--- config.mk ---
export PLATFORM = sky130hd
export DESIGN_NAME = rr_onehot_arbiter
export DESIGN_NICKNAME = d
export VERILOG_FILES = /design/src/rtl/rr_arb_pkg.sv /design/src/rtl/rr_pick.sv /design/src/rtl/rr_onehot_arbiter.sv
export SDC_FILE = /design/constraint.sdc
export NUM_CORES = 1
export LEC_CHECK = 0
export CAP_MARGIN = 20
export CELL_PAD_IN_SITES_DETAIL_PLACEMENT = 2
export CELL_PAD_IN_SITES_GLOBAL_PLACEMENT = 2
export CORE_ASPECT_RATIO = 0.8
export CORE_MARGIN = 5
export CORE_UTILIZATION = 36
export CTS_CLUSTER_DIAMETER = 120
export DETAILED_ROUTE_END_ITERATION = 10
export PLACE_DENSITY = 0.95
export SYNTH_ARGS = -nofsm -noshare
export SYNTH_HDL_FRONTEND = slang
export SYNTH_SLANG_ARGS = --single-unit
--- constraint.sdc ---
create_clock -name clk -period 9.5 [get_ports clk]
set_input_delay 1.425 -clock clk [delete_from_list [all_inputs] [get_ports clk]]
set_output_delay 1.425 -clock clk [all_outputs]
set_load 0.01 [all_outputs]
--- src/rtl/rr_arb_pkg.sv ---
// Shared types and helpers for the round-robin one-hot arbiter.
package rr_arb_pkg;

  localparam int unsigned N_REQ_DEFAULT   = 8;
  localparam int unsigned IDX_BIT_DEFAULT = $clog2(N_REQ_DEFAULT);

  typedef enum logic {
    IDLE  = 1'b0,
    GRANT = 1'b1
  } arb_state_t;

  // First set bit of vec scanning from ptr upward with wrap; one-hot or zero.
  function automatic logic [N_REQ_DEFAULT-1:0] rr_first(
    input logic [N_REQ_DEFAULT-1:0]   vec,
    input logic [IDX_BIT_DEFAULT-1:0] ptr
  );
    logic [N_REQ_DEFAULT-1:0]   res;
    logic                       found;
    logic [IDX_BIT_DEFAULT-1:0] pos;
    res   = '0;
    found = 1'b0;
    for (int unsigned k = 0; k < N_REQ_DEFAULT; k++) begin
      pos = IDX_BIT_DEFAULT'((32'(ptr) + k) % N_REQ_DEFAULT);
      if (!found && vec[pos]) begin
        res[pos] = 1'b1;
        found    = 1'b1;
      end
    end
    return res;
  endfunction

endpackage

--- src/rtl/rr_pick.sv ---
// Rotating priority select: rotate eligible set down by ptr, take lowest set
// bit, rotate back; also encodes the pick to a binary index.
module rr_pick
  import rr_arb_pkg::*;
#(
  parameter int unsigned N_REQ   = N_REQ_DEFAULT,
  parameter int unsigned IDX_BIT = $clog2(N_REQ)
) (
  input  logic [N_REQ-1:0]   i_elig,
  input  logic [IDX_BIT-1:0] i_ptr,
  output logic [N_REQ-1:0]   o_pick,
  output logic [IDX_BIT-1:0] o_idx
);

  logic [2*N_REQ-1:0] w_dbl;
  logic [N_REQ-1:0]   w_rot;
  logic [N_REQ-1:0]   w_rot_first;

  assign w_dbl       = {i_elig, i_elig};
  assign w_rot       = N_REQ'(w_dbl >> i_ptr);
  assign w_rot_first = w_rot & (~w_rot + N_REQ'(1));
  assign o_pick      = N_REQ'(({w_rot_first, w_rot_first} << i_ptr) >> N_REQ);

  always_comb begin
    o_idx = '0;
    for (int unsigned i = 0; i < N_REQ; i++) begin
      if (o_pick[i]) o_idx = o_idx | IDX_BIT'(i);
    end
  end

endmodule

--- src/rtl/rr_onehot_arbiter.sv ---
// Round-robin arbiter issuing a registered one-hot grant with valid/ready.
// Define ARB_REQ_LATCH_EN to latch request pulses until they are granted.
module rr_onehot_arbiter
  import rr_arb_pkg::*;
#(
  parameter int unsigned N_REQ   = N_REQ_DEFAULT,
  parameter int unsigned IDX_BIT = $clog2(N_REQ)
) (
  input  logic             clk,
  input  logic             rst,
  input  logic [N_REQ-1:0] req,
  output logic [N_REQ-1:0] gnt_onehot,
  output logic             gnt_valid,
  input  logic             gnt_ready,
  output logic             busy
);

  arb_state_t         r_state;
  arb_state_t         w_state_nxt;
  logic [IDX_BIT-1:0] r_ptr;
  logic [IDX_BIT-1:0] r_gnt_idx;
  logic [IDX_BIT-1:0] w_ptr_nxt;
  logic [IDX_BIT-1:0] w_gnt_idx_nxt;
  logic [IDX_BIT-1:0] w_ptr_inc;
  logic [N_REQ-1:0]   w_gnt_nxt;
  logic               w_valid_nxt;
  logic               w_accept;
  logic [N_REQ-1:0]   w_elig;
  logic [N_REQ-1:0]   w_elig_clr;
  logic [N_REQ-1:0]   w_pick_vec;
  logic [IDX_BIT-1:0] w_pick_ptr;
  logic [N_REQ-1:0]   w_pick;
  logic [IDX_BIT-1:0] w_pick_idx;

  assign w_accept  = gnt_valid & gnt_ready;
  assign w_ptr_inc = (r_gnt_idx == IDX_BIT'(N_REQ - 1)) ? '0 : r_gnt_idx + IDX_BIT'(1);

`ifdef ARB_REQ_LATCH_EN
  logic [N_REQ-1:0] r_pending;

  // Set wins over the acceptance clear so a re-raised request is kept.
  always_ff @(posedge clk) begin
    if (rst) r_pending <= '0;
    else     r_pending <= (r_pending & ~(w_accept ? gnt_onehot : '0)) | req;
  end

  assign w_elig     = r_pending | req;
  assign w_elig_clr = w_elig & ~gnt_onehot;
`else
  assign w_elig     = req;
  assign w_elig_clr = req;
`endif

  // After an accept, the next pick starts just past the accepted requester.
  assign w_pick_vec = (r_state == GRANT) ? w_elig_clr : w_elig;
  assign w_pick_ptr = (r_state == GRANT) ? w_ptr_inc  : r_ptr;

  rr_pick #(
    .N_REQ   (N_REQ),
    .IDX_BIT (IDX_BIT)
  ) u_pick (
    .i_elig (w_pick_vec),
    .i_ptr  (w_pick_ptr),
    .o_pick (w_pick),
    .o_idx  (w_pick_idx)
  );

  always_ff @(posedge clk) begin
    if (rst) begin
      r_state    <= IDLE;
      r_ptr      <= '0;
      r_gnt_idx  <= '0;
      gnt_onehot <= '0;
      gnt_valid  <= 1'b0;
    end else begin
      r_state    <= w_state_nxt;
      r_ptr      <= w_ptr_nxt;
      r_gnt_idx  <= w_gnt_idx_nxt;
      gnt_onehot <= w_gnt_nxt;
      gnt_valid  <= w_valid_nxt;
    end
  end

  always_comb begin
    w_state_nxt = r_state;
    case (r_state)
      IDLE:    if (|w_elig) w_state_nxt = GRANT;
      GRANT:   if (w_accept && !(|w_elig_clr)) w_state_nxt = IDLE;
      default: w_state_nxt = IDLE;
    endcase
  end

  always_comb begin
    w_gnt_nxt     = gnt_onehot;
    w_valid_nxt   = gnt_valid;
    w_gnt_idx_nxt = r_gnt_idx;
    w_ptr_nxt     = r_ptr;
    case (r_state)
      IDLE: begin
        if (|w_elig) begin
          w_gnt_nxt     = w_pick;
          w_valid_nxt   = 1'b1;
          w_gnt_idx_nxt = w_pick_idx;
        end
      end
      GRANT: begin
        if (w_accept) begin
          w_ptr_nxt = w_ptr_inc;
          if (|w_elig_clr) begin
            w_gnt_nxt     = w_pick;
            w_valid_nxt   = 1'b1;
            w_gnt_idx_nxt = w_pick_idx;
          end else begin
            w_gnt_nxt     = '0;
            w_valid_nxt   = 1'b0;
            w_gnt_idx_nxt = '0;
          end
        end
      end
      default: begin
        w_gnt_nxt   = '0;
        w_valid_nxt = 1'b0;
      end
    endcase
  end

  assign busy = gnt_valid | (~rst & (|w_elig));

endmodule
# After elaboration in Yosys (flattened, before gate mapping)

Cells that the tools add are included.

Register bits after elaboration: 16
Output and inout port bits: 10
Input port bits: 11
Word-level logic and storage cells: 47

Shift-type cells: 2
Muxes and demuxes: 23
Bitwise gates (word level): 7
Add/subtract/negate cells: 2
Reduce and logical (&&, ||, !) cells: 5
Eq/ne operators: 3

Operators with widths:

| cell                                                   | number |
|---|---|
| 2-to-1 mux 3 bit                                       | 9 |
| 2-to-1 mux 8 bit                                       | 3 |
| one-hot mux 8 bit (2 select lines)                     | 1 |
| left shift 16 x 3 -> 16 bit                            | 1 |
| >> shifter 16 x 3 -> 8 bit                             | 1 |
| adder 8 x 1 -> 8 bit (second input constant)           | 1 |
| bitwise AND 8 bit                                      | 1 |
| NOT 8 bit                                              | 1 |
| OR reduction 8 bit                                     | 1 |
| one-hot mux 3 bit (2 select lines)                     | 1 |
| 2-to-1 mux 1 bit                                       | 5 |
| 2-to-1 mux 2 bit                                       | 2 |
| one-hot mux 1 bit (2 select lines)                     | 2 |
| AND reduction 2 bit                                    | 2 |
| adder 3 x 1 -> 3 bit (second input constant)           | 1 |
| equality test 3 bit (second input constant)            | 1 |
| bitwise AND 1 bit                                      | 2 |
| inequality test 2 x 1 -> 1 bit (second input constant) | 1 |
| inequality test 2 bit (second input constant)          | 1 |
| NOT 1 bit                                              | 2 |
| logical AND 1 bit                                      | 1 |
| zero test 1 bit                                        | 1 |
| bitwise OR 1 bit                                       | 1 |

# Longest topological paths before layout

Gate-level depths: netlist of run 1.

Depth in word-level cells: 18
Depth in mapped cells: 13
Mapped depth without buffers: 11

# By module

A second synthesis of run 1 with hierarchy kept.

Cells, all modules: 182
Area total of the unflattened synthesis: 1561.5 um2

By module, submodules not included:

| module            | cells each | area an instance (um2) | instances | seq. area each (um2) |
|---|---|---|---|---|
| rr_onehot_arbiter | 78         | 788.3                  | 1         | 320.3 |
| rr_pick           | 104        | 773.2                  | 1         | 0.0 |

# Worst setup path before layout of run 1

Ideal clock, no wire load.

Kind: input-to-reg
Start point: input port req[2]
End point: register r_gnt_idx[2]
Stages on the path: 9
Arrival time: 3.509 ns
Path slack: 5.861 ns
Library setup time: 0.130 ns
Required time: 9.370 ns
Buffers on the path: 1
Path through: clkbuf_1 -> mux2i_1 -> mux2i_1 -> nor4_1 -> a21o_1 -> nor4b_1 -> or4_1 -> a222oi_1 -> a211oi_1

Longest elaborated chain between the ends: 12
Elaborated cells between the ends (all ways): 16
Those cells by class: add/sub (1); eq/ne (1); shift (2); mux (8); bitwise (2); reduce/logical (2)

RTL lines:

| element                            | line                     | RTL |
|---|---|---|
| start: declaration                 | rr_onehot_arbiter.sv:11  | `input logic [N_REQ-1:0] req,` |
| >> shifter 16 x 3 -> 8 bit         | rr_pick.sv:20            | `assign w_rot = N_REQ'(w_dbl >> i_ptr);` |
| NOT 8 bit                          | rr_pick.sv:21            | `assign w_rot_first = w_rot & (~w_rot + N_REQ'(1));` |
| adder 8 x 1 -> 8 bit               | rr_pick.sv:21            |  |
| bitwise AND 8 bit                  | rr_pick.sv:21            |  |
| left shift 16 x 3 -> 16 bit        | rr_pick.sv:22            | `assign o_pick = N_REQ'(({w_rot_first, w_rot_first} << i_ptr) >> N_REQ);` |
| 2-to-1 mux 3 bit (4 in a row)      | rr_pick.sv:27            | `if (o_pick[i]) o_idx = o_idx \| IDX_BIT'(i);` |
| 2-to-1 mux 3 bit                   | rr_onehot_arbiter.sv:109 | `if (\|w_elig_clr) begin` |
| 2-to-1 mux 3 bit                   | rr_onehot_arbiter.sv:107 | `if (w_accept) begin` |
| one-hot mux 3 bit (2 select lines) | rr_onehot_arbiter.sv:98  | `case (r_state)` |
| end signal: assignment             | rr_onehot_arbiter.sv:78  | `r_gnt_idx <= w_gnt_idx_nxt;` |
| end: declaration                   | rr_onehot_arbiter.sv:21  | `logic [IDX_BIT-1:0] r_gnt_idx;` |

Several ways; a longest one is shown, not always the timed one. The select of a mux whose other input is x is not followed.
A chain may end at the register's enable or synchronous reset.

# Final worst setup path of run 1

Same ends and word-level chain as after synthesis.

==> summary by stage, run 1 <==
Outcome
The run finished with clean final reports.

Global route
The total overflow left after global routing is 0. For this run, the total global-route usage over all layers was measured as 0.2344. The wire length of the first global-routing pass is 13420 um. The via count of the first global-routing pass is around 2400.

The number of antenna violations at the first check in global routing is 0. The largest net degree at the start of global routing is 24.

Worst hold path
In this run the most critical hold path is launched from gnt_onehot[0]. The path with the worst hold slack has its endpoint at gnt_onehot[0]. The path class of the tightest hold or removal check is reg -> reg. The number of instances on the worst hold path is 2.

Detailed routing
The detailed-router iteration count before antenna repair is 4. Summed over all layers, the routed wires come to between 8000 and 9000 um. After detailed routing, the average wire length per cell comes to ~24 um. The routed design uses 4042 um of met2 wire. The average via count per standard cell is 6.612.

For this run, design rule violations remaining after detail routing come to 0. The number of vias in the routed layout is ~2300. The detailed router finished its first iteration with about 170 violations.

The routed length on met3 is approximately 480 um. Routed signal wires occupy layers up through met4. The count of nets left with antenna violations once routing finished came out at 0. The detailed-route wire length on metal 1 is 3640 um.

STA
The total of endpoints with negative setup slack in the final report is 0. The number of max-slew violations in the final report is 0. The highest attainable clock frequency is roughly 210 MHz. On the final layout, the worst clock skew is between 0.006 and 0.007 ns. The transition at the pin with the smallest max-transition slack is 1.112 ns. Setup repair after global routing left no endpoint under its margin.

In the post-route analysis, the smallest setup slack over all paths is 4.776 ns. The setup TNS after final layout is 0 ns. The final-report hold violation count is 0.

The smallest clock period supported by the final layout is computed as 4.724 ns. The worst-case headroom to the max-slew limit is 0.2557. Dividing the final minimum period by the clock period gives 0.4972.

Power and ir drop
The clock network fraction of total power is 0.090. For this design the static power due to leakage is 0.7860 nW. The switching component of the power is 0.0003182 W.

The total power is approximately 0.0006 W. The combinational power share is 0.748. The part of the total power dissipated in sequential elements is 0.162. Internal power comes to 0.0002723 W. For this design the ratio of total power to cell area is between 200 and 300 nW/um^2.

The largest vdd supply drop is about 0.10 mV. The switching power share of the total is 0.5388.

Yosys
When the netlist entered floorplanning its net count stood at 284. The fraction of registers with async set or reset after synthesis is 0. Of the post-synthesis cell area, the dominant cell type holds 0.1598. Ranked by total cell area, the synthesized netlist is headed by sky130_fd_sc_hd__dfxtp_1 16%, sky130_fd_sc_hd__mux2i_1 6.5%, sky130_fd_sc_hd__nand3_1 6.2%. The commonest cells after synthesis are 25 x sky130_fd_sc_hd__nand3_1, 22 x sky130_fd_sc_hd__nor2_1, 21 x sky130_fd_sc_hd__a21oi_1. The synthesized design spends more area on one cell type than any other, namely sky130_fd_sc_hd__dfxtp_1.

The count of cell types in the netlist is 63. In the post-synthesis netlist, the cell with the most instances is sky130_fd_sc_hd__nand3_1. Among all flip-flop cells after synthesis, the most frequent one is sky130_fd_sc_hd__dfxtp_1. Synthesis handed over a netlist of roughly 270 instances. Counting flops with a built-in enable in the synthesized netlist gives 0.

The synthesized design contains 16 register bits. The per-instance average area after synthesis is between 7 and 8 sq um. The synthesized cell area is 2004 sq um. The sequential cell area fraction in the yosys report is 0.1598. The yosys synthesis warning count is 0.

Floorplan
The die footprint is 7169 sq um. The number of I/O pins is 21. For this configuration, the core starts out at a cell density of 0.3688. The horizontal die dimension is 93.43 um.

After floorplanning, the core was divided into 24 placement rows. The core region area is 5435 sq um. From bottom edge to top edge, the die measures 76.74 um.

Setup path
In this run the register-to-register setup slack is 5.00 ns. The slowest stage cell on the critical path is sky130_fd_sc_hd__clkdlybuf4s50_1. The delay of the slowest cell on the worst path is between 0.7 and 0.8 ns. The end of the worst register-to-register path is r_gnt_idx[2]. Walking the worst path, the cells encountered are clkdlybuf4s50_1 -> mux2i_1 -> mux2i_1 -> nor4_1 -> a21o_1 -> nor4b_1 -> or4_1 -> a222oi_1 -> a211oi_1. Measured in cells, the most critical reg-to-reg path has a length of 9. The launch point of the worst reg-to-reg path is r_state. The number of buffers and inverters on the critical path is 1. The worst setup path is captured at a flop. Among cell families on the critical path, the largest total delay comes from compound AO/OA/AOI/OAI gates. The setup path with the least slack is of type in -> reg. The critical path required time is 9.60 ns.

For the worst setup path, the data arrival time is 4.83 ns. The worst setup path is launched from an input pin. By instance count, the cell type seen most on the critical path is sky130_fd_sc_hd__mux2i_1. In this run the worst path has a maximum fanout of 10.

Clock network
The number of hold buffers added after cts is 0. The number of setup buffers added after CTS is 0. Post-CTS repair changed the size of 0 cells. TritonCTS built the clock tree.

The cell sitting at the root of the clock tree is a sky130_fd_sc_hd__clkbuf_8. The register clock-pin slew on the reported worst setup and hold paths is 0.07 ns. The number of sinks handled by clock tree synthesis is 16. For the worst-skew pair, the clock arrives at the later sink with an insertion delay of 0.26 ns. In this run the number of H-tree levels came out at 1. The total CTS buffers is 3.

In this run the deepest clock path goes through 2 buffers.

Finish
The sequential cell area in the final layout is approximately 320 sq um. The count of inserted antenna diode cells is 0. In the final layout, the share of cells above drive strength 1 is 0.09630. The final layout contains 285 nets. Counting the fill cells in the layout gives 642. The layout overhead on the synthesized area is 10.24%. The multi-input combinational cells in the finished layout cover a total of 1539 sq um.

Flow run
The count of max-cap constraint violations is 0.

Placed design
The quantity of I/O buffers inserted on ports is 20. The placed wire-length estimate is 5965 um. At the end of routability-driven placement, the weighted congestion stood at 0.9209. Prior to clock tree synthesis, the placed netlist has a worst setup slack of 4.777 ns.
worst max path at each step:
| stage | startpoint | endpoint | cells past startpoint |
|---|---|---|---|
| 4_1_cts | req[2] | busy | 5 |
| 5_1_grt | req[2] | r_gnt_idx[2] | 9 |
| 3_5_place_dp | req[2] | r_gnt_idx[2] | 9 |
| 3_3_place_gp | req[2] | busy | 5 |
| 6_report | req[2] | r_gnt_idx[2] | 9 |
| 2_1_floorplan | req[2] | r_gnt_idx[2] | 9 |
logic make-up (layout without fill, tap and decap cells):
logic type	count (synthesis)	in the layout	share of synthesized area
flops	16	16	0.1598
compound gates	86	86	0.3084
mux	25	25	0.1392
buf+inv	26	25	0.07240
simple gates	116	116	0.3077
fa+ha+maj	2	2	0.01248
area by class of cell:
class,instances,area share
Multi-Input combinational cell,229,0.6965
Sequential cell,16,0.1450
Timing Repair Buffer,21,0.09400
Tap cell,78,0.04417
Clock buffer,3,0.01869
Inverter,1,0.001699
worst reg2reg max path, cell delays in order (launching register included):
cell	delay (ns)
sky130_fd_sc_hd__dfxtp_1	0.63
sky130_fd_sc_hd__nor2b_1	0.30
sky130_fd_sc_hd__nor2_1	0.91
sky130_fd_sc_hd__nand2_1	0.30
sky130_fd_sc_hd__o311ai_0	0.60
sky130_fd_sc_hd__a21o_1	0.31
sky130_fd_sc_hd__nor4b_1	0.57
sky130_fd_sc_hd__or4_1	0.28
sky130_fd_sc_hd__a222oi_1	0.17
sky130_fd_sc_hd__a211oi_1	0.32
per-layer routing:
layer | vias up | global-route usage
li1 | 1046 | -
met1 | 1168 | 0.3266
met2 | 79 | 0.3862
met3 | 8 | 0.03718
met4 | 0 | 0.03514
met5 | - | 0
cell usage in the layout (no fill, tap or decap), types with 4 or more instances in the layout:
master,netlist,final
sky130_fd_sc_hd__dfxtp_1,16,16
sky130_fd_sc_hd__a21oi_1,21,21
sky130_fd_sc_hd__mux2_2,10,10
sky130_fd_sc_hd__nor3_1,10,10
sky130_fd_sc_hd__a311oi_1,5,5
sky130_fd_sc_hd__o21ai_1,4,4
sky130_fd_sc_hd__o21ai_0,14,14
sky130_fd_sc_hd__nor2_1,22,22
sky130_fd_sc_hd__nand2_1,20,20
sky130_fd_sc_hd__clkdlybuf4s50_1,0,20
sky130_fd_sc_hd__nor4_1,4,4
sky130_fd_sc_hd__nand4_1,8,8
sky130_fd_sc_hd__nand3_1,25,25
sky130_fd_sc_hd__mux2i_1,13,13
sky130_fd_sc_hd__and3_1,5,5
registers in the layout, summed over array words and instances (netlist names):
register,flops
gnt_onehot,8
r_state,1
r_ptr,3
r_gnt_idx,3
gnt_valid,1
power by group through the flow:
stage / Combinational, W / Clock, W / Sequential [W]
after floorplan: 0.000315 / 0 / 0.0000967
final: 0.000442 / 0.0000534 / 0.0000955
after global placement: 0.000402 / 0 / 0.0000942
after global routing: 0.000473 / 0.0000574 / 0.0000974
after detailed placement: 0.000426 / 0 / 0.0000965
after CTS: 0.000434 / 0.0000547 / 0.0000953
through the flow:
step           cells    util  hold slack, ns  instance area [sq um]
2_1_floorplan    271       -          0.4733                   2004
3_3_place_gp     345  0.3989          0.4572                   2168
3_5_place_dp     345  0.3989          0.4654                   2168
4_1_cts          348  0.4065          0.4834                   2210
5_1_grt          348  0.4065          0.5141                   2210
6_report         348  0.4065          0.4762                   2210
No activity file was read; power rests on OpenSTA's default activity.
==> run 2: changes to the inputs <==
CORE_UTILIZATION = 30   (was 36)
PLACE_DENSITY = 0.88   (was 0.95)
clock period = 4.3 ns   (was 9.5 ns; I/O delays follow)
==> run 2 against run 1 <==
Against the previous run: flip-flop and latch count unchanged; sequential power up 120%; via count down 1.7%; critical endpoint unchanged; largest power group unchanged.
==> summary by stage, run 2 (synthesized netlist as in run 1, its figures left out) <==
STA
The setup TNS after final layout is 0 ns (unchanged). The total of endpoints with negative setup slack in the final report was 0 (unchanged). For this run, the top clock speed supported by timing is roughly 250 MHz. The clock tree skew after final layout was 0.001919 ns (-0.004213 ns). The number of max-slew violations in the final report was 0 (unchanged).

The transition at the pin with the smallest max-transition slack was 0.9326 ns (-0.1798 ns). The final critical-path required period is 4.046 ns. The share of the clock period used by the worst path is 0.9410. The worst-case headroom to the max-slew limit is 0.3783 (+0.1226). The setup slack of the critical path after layout was 0.2539 ns (-4.522 ns).

Setup repair after global routing left no endpoint under its margin. The final-report hold violation count is 0 (unchanged). The final worst hold slack is 0.4704 ns (-0.005765 ns).

Worst hold path
The source of the worst hold timing path is gnt_onehot[7]. The path type of the worst min-delay path is reg -> reg.

Placed design
The area of placed instances is 2191 sq um (+1.0%). The routability-driven placement congestion ratio is 0.8620 (-6.4%). The quantity of I/O buffers inserted on ports is 20 (unchanged).

The worst setup slack before clock tree synthesis is 0.2926 ns (-4.484 ns). The placed wire-length estimate is 5909 um (-0.94%).

Finish
The layout cell share with drive strength beyond 1 is 0.1066 (+0.01032). The layout net count is 287 (+0.70%). The layout overhead on the synthesized area is 11.49%. The post-route cell area is 2235 sq um (+1.1%).

Counting flops per register, the top entry is gnt_onehot. The most common library cell in the layout ignoring fill and taps is sky130_fd_sc_hd__nand3_1. In the final layout, the registers with the most flip-flops are gnt_onehot (8), r_gnt_idx (3), r_ptr (3). The number of flip-flops in the largest register is 8 (unchanged).

In the layout the commonest cells are 25 x sky130_fd_sc_hd__nand3_1, 21 x sky130_fd_sc_hd__nor2_1, 21 x sky130_fd_sc_hd__a21oi_1, 20 x sky130_fd_sc_hd__nand2_1, 20 x sky130_fd_sc_hd__clkdlybuf4s50_1. The count of inserted antenna diode cells is 0 (unchanged).

Floorplan
The horizontal die dimension is 101.4 um (+8.5%). The core region area is 6441 sq um (+19%). The floorplan row count was 26 (+8.3%). The floorplan die height is 83.11 um (+8.3%). The die footprint came to 8426 sq um (+18%). The number of I/O pins is 21 (unchanged). The initial core utilization is 0.3112 (-0.05760).

Clock network
The number of gates resized after cts came to 0 (unchanged). The total CTS buffers is 3 (unchanged). The number of sinks handled by clock tree synthesis came to 16 (unchanged). The number of hold buffers added after cts is 0 (unchanged). TritonCTS built the clock tree. The H-tree depth is 1 (unchanged).

The clock root buffer is sky130_fd_sc_hd__clkbuf_8. The register clock-pin slew on the reported worst setup and hold paths is 0.06 ns (about the same). The count of buffers added by post-CTS timing repair for setup is 0 (unchanged). The clock insertion delay at the later pin of the skew report was 0.25 ns (about the same).

The maximum number of buffers from clock root to sink is 2 (unchanged).

Power and ir drop
The leakage dissipation was 0.7958 nW (+1.2%). The total power is 0.001280 W (+120%). The total power density per cell area is 572.7 nW/um^2 (+110%). The largest vdd supply drop was 0.1489 mV (+44%).

Detailed routing
The DRC violations left came to 0 (unchanged). The total routed wirelength is 7746 um (-6.2%). The detailed-router iteration count before antenna repair came to 4 (unchanged).

The average via count per standard cell is 6.351 (-3.9%). The number of design-rule violations left by the first detailed-router iteration is 129 (-24%). The average wire per standard cell is 21.76 um (-8.3%). The number of vias in the routed layout is 2261 (-1.7%). The remaining antenna violation count is 0 (unchanged).

Global route
The via count of the first global-routing pass is 2433 (+1.4%). The number of antenna violations at the first check in global routing was 0 (unchanged). The wire length of the first global-routing pass came to 12790 um (-4.7%).

The total global-route track usage came to 0.1842 (-0.05022). The largest net degree at the start of global routing is 24 (unchanged). The final global-route overflow total came to 0 (unchanged).

Setup path
The critical path required time is 4.40 ns (-5.20 ns). The critical path is of the reg -> reg type. In this run the worst setup path begins at r_gnt_idx[0].

The critical path capture point type is a flop. The kind of start point of the critical path is a flop. The largest fanout on the critical path is 16 (+6). The arrival time at the worst endpoint is 4.15 ns (-0.68 ns). The startpoint identified for the worst register-to-register timing path is r_gnt_idx[0].

Flow run
The count of max-cap constraint violations was 0 (unchanged).

Outcome
The run finished with clean final reports.
-- run 2: cell count changes in the layout (fill, tap and decap cells not counted), sizes merged --
cell / delta
buf: +2
-- run 2: final cells by class --
class	count	area, sq um
inverter	1	3.754
tap	84	105.1
timing repair buffer	23	222.7
sequential	16	320.3
clock buffer	3	41.29
multi-input combinational	229	1541
fill	755	4207
-- run 2: report_power, final --
part	internal, W	switching, W	total [W]
Combinational	0.000364	0.000594	0.000959
Clock	0.0000621	0.0000491	0.000111
Sequential	0.000183	0.0000272	0.000210
Total	0.000609	0.000671	0.00128
-- run 2: final timing paths --
kind / endpoint / slack (ns) / cells past startpoint
worst min-delay path: gnt_onehot[7] / 0.47 / 2
worst min register to register: gnt_onehot[7] / 0.47 / 2
worst max-delay path: r_gnt_idx[2] / 0.25 / 11
worst max register to register: r_gnt_idx[2] / 0.25 / 11
-- run 2: per-stage QoR --
step,utilization,instances
floorplan,-,271
global placement,0.3401,353
detailed placement,0.3401,353
CTS,0.3465,356
global route,0.3469,356
finish,0.3469,356
-- run 2: routing by layer --
metal,share of wire,up-vias,GRT usage
li1,-,1056,-
met1,0.49,1151,0.2633
met2,0.47,52,0.3064
met3,0.041,2,0.02178
met4,0.0044,0,0.01449
met5,0,-,0
-- run 2: critical path, cell delays in order, from the launching register on --
cell and delay [ns]:
sky130_fd_sc_hd__dfxtp_1 0.37, sky130_fd_sc_hd__ha_1 0.23, sky130_fd_sc_hd__ha_1 0.23, sky130_fd_sc_hd__or3b_1 0.65, sky130_fd_sc_hd__nand2_4 0.29, sky130_fd_sc_hd__mux2i_1 0.47, sky130_fd_sc_hd__nor4_1 0.16, sky130_fd_sc_hd__a21o_1 0.26
sky130_fd_sc_hd__nor4b_1 0.18, sky130_fd_sc_hd__or4_1 0.55, sky130_fd_sc_hd__a222oi_1 0.37, sky130_fd_sc_hd__a211oi_1 0.12
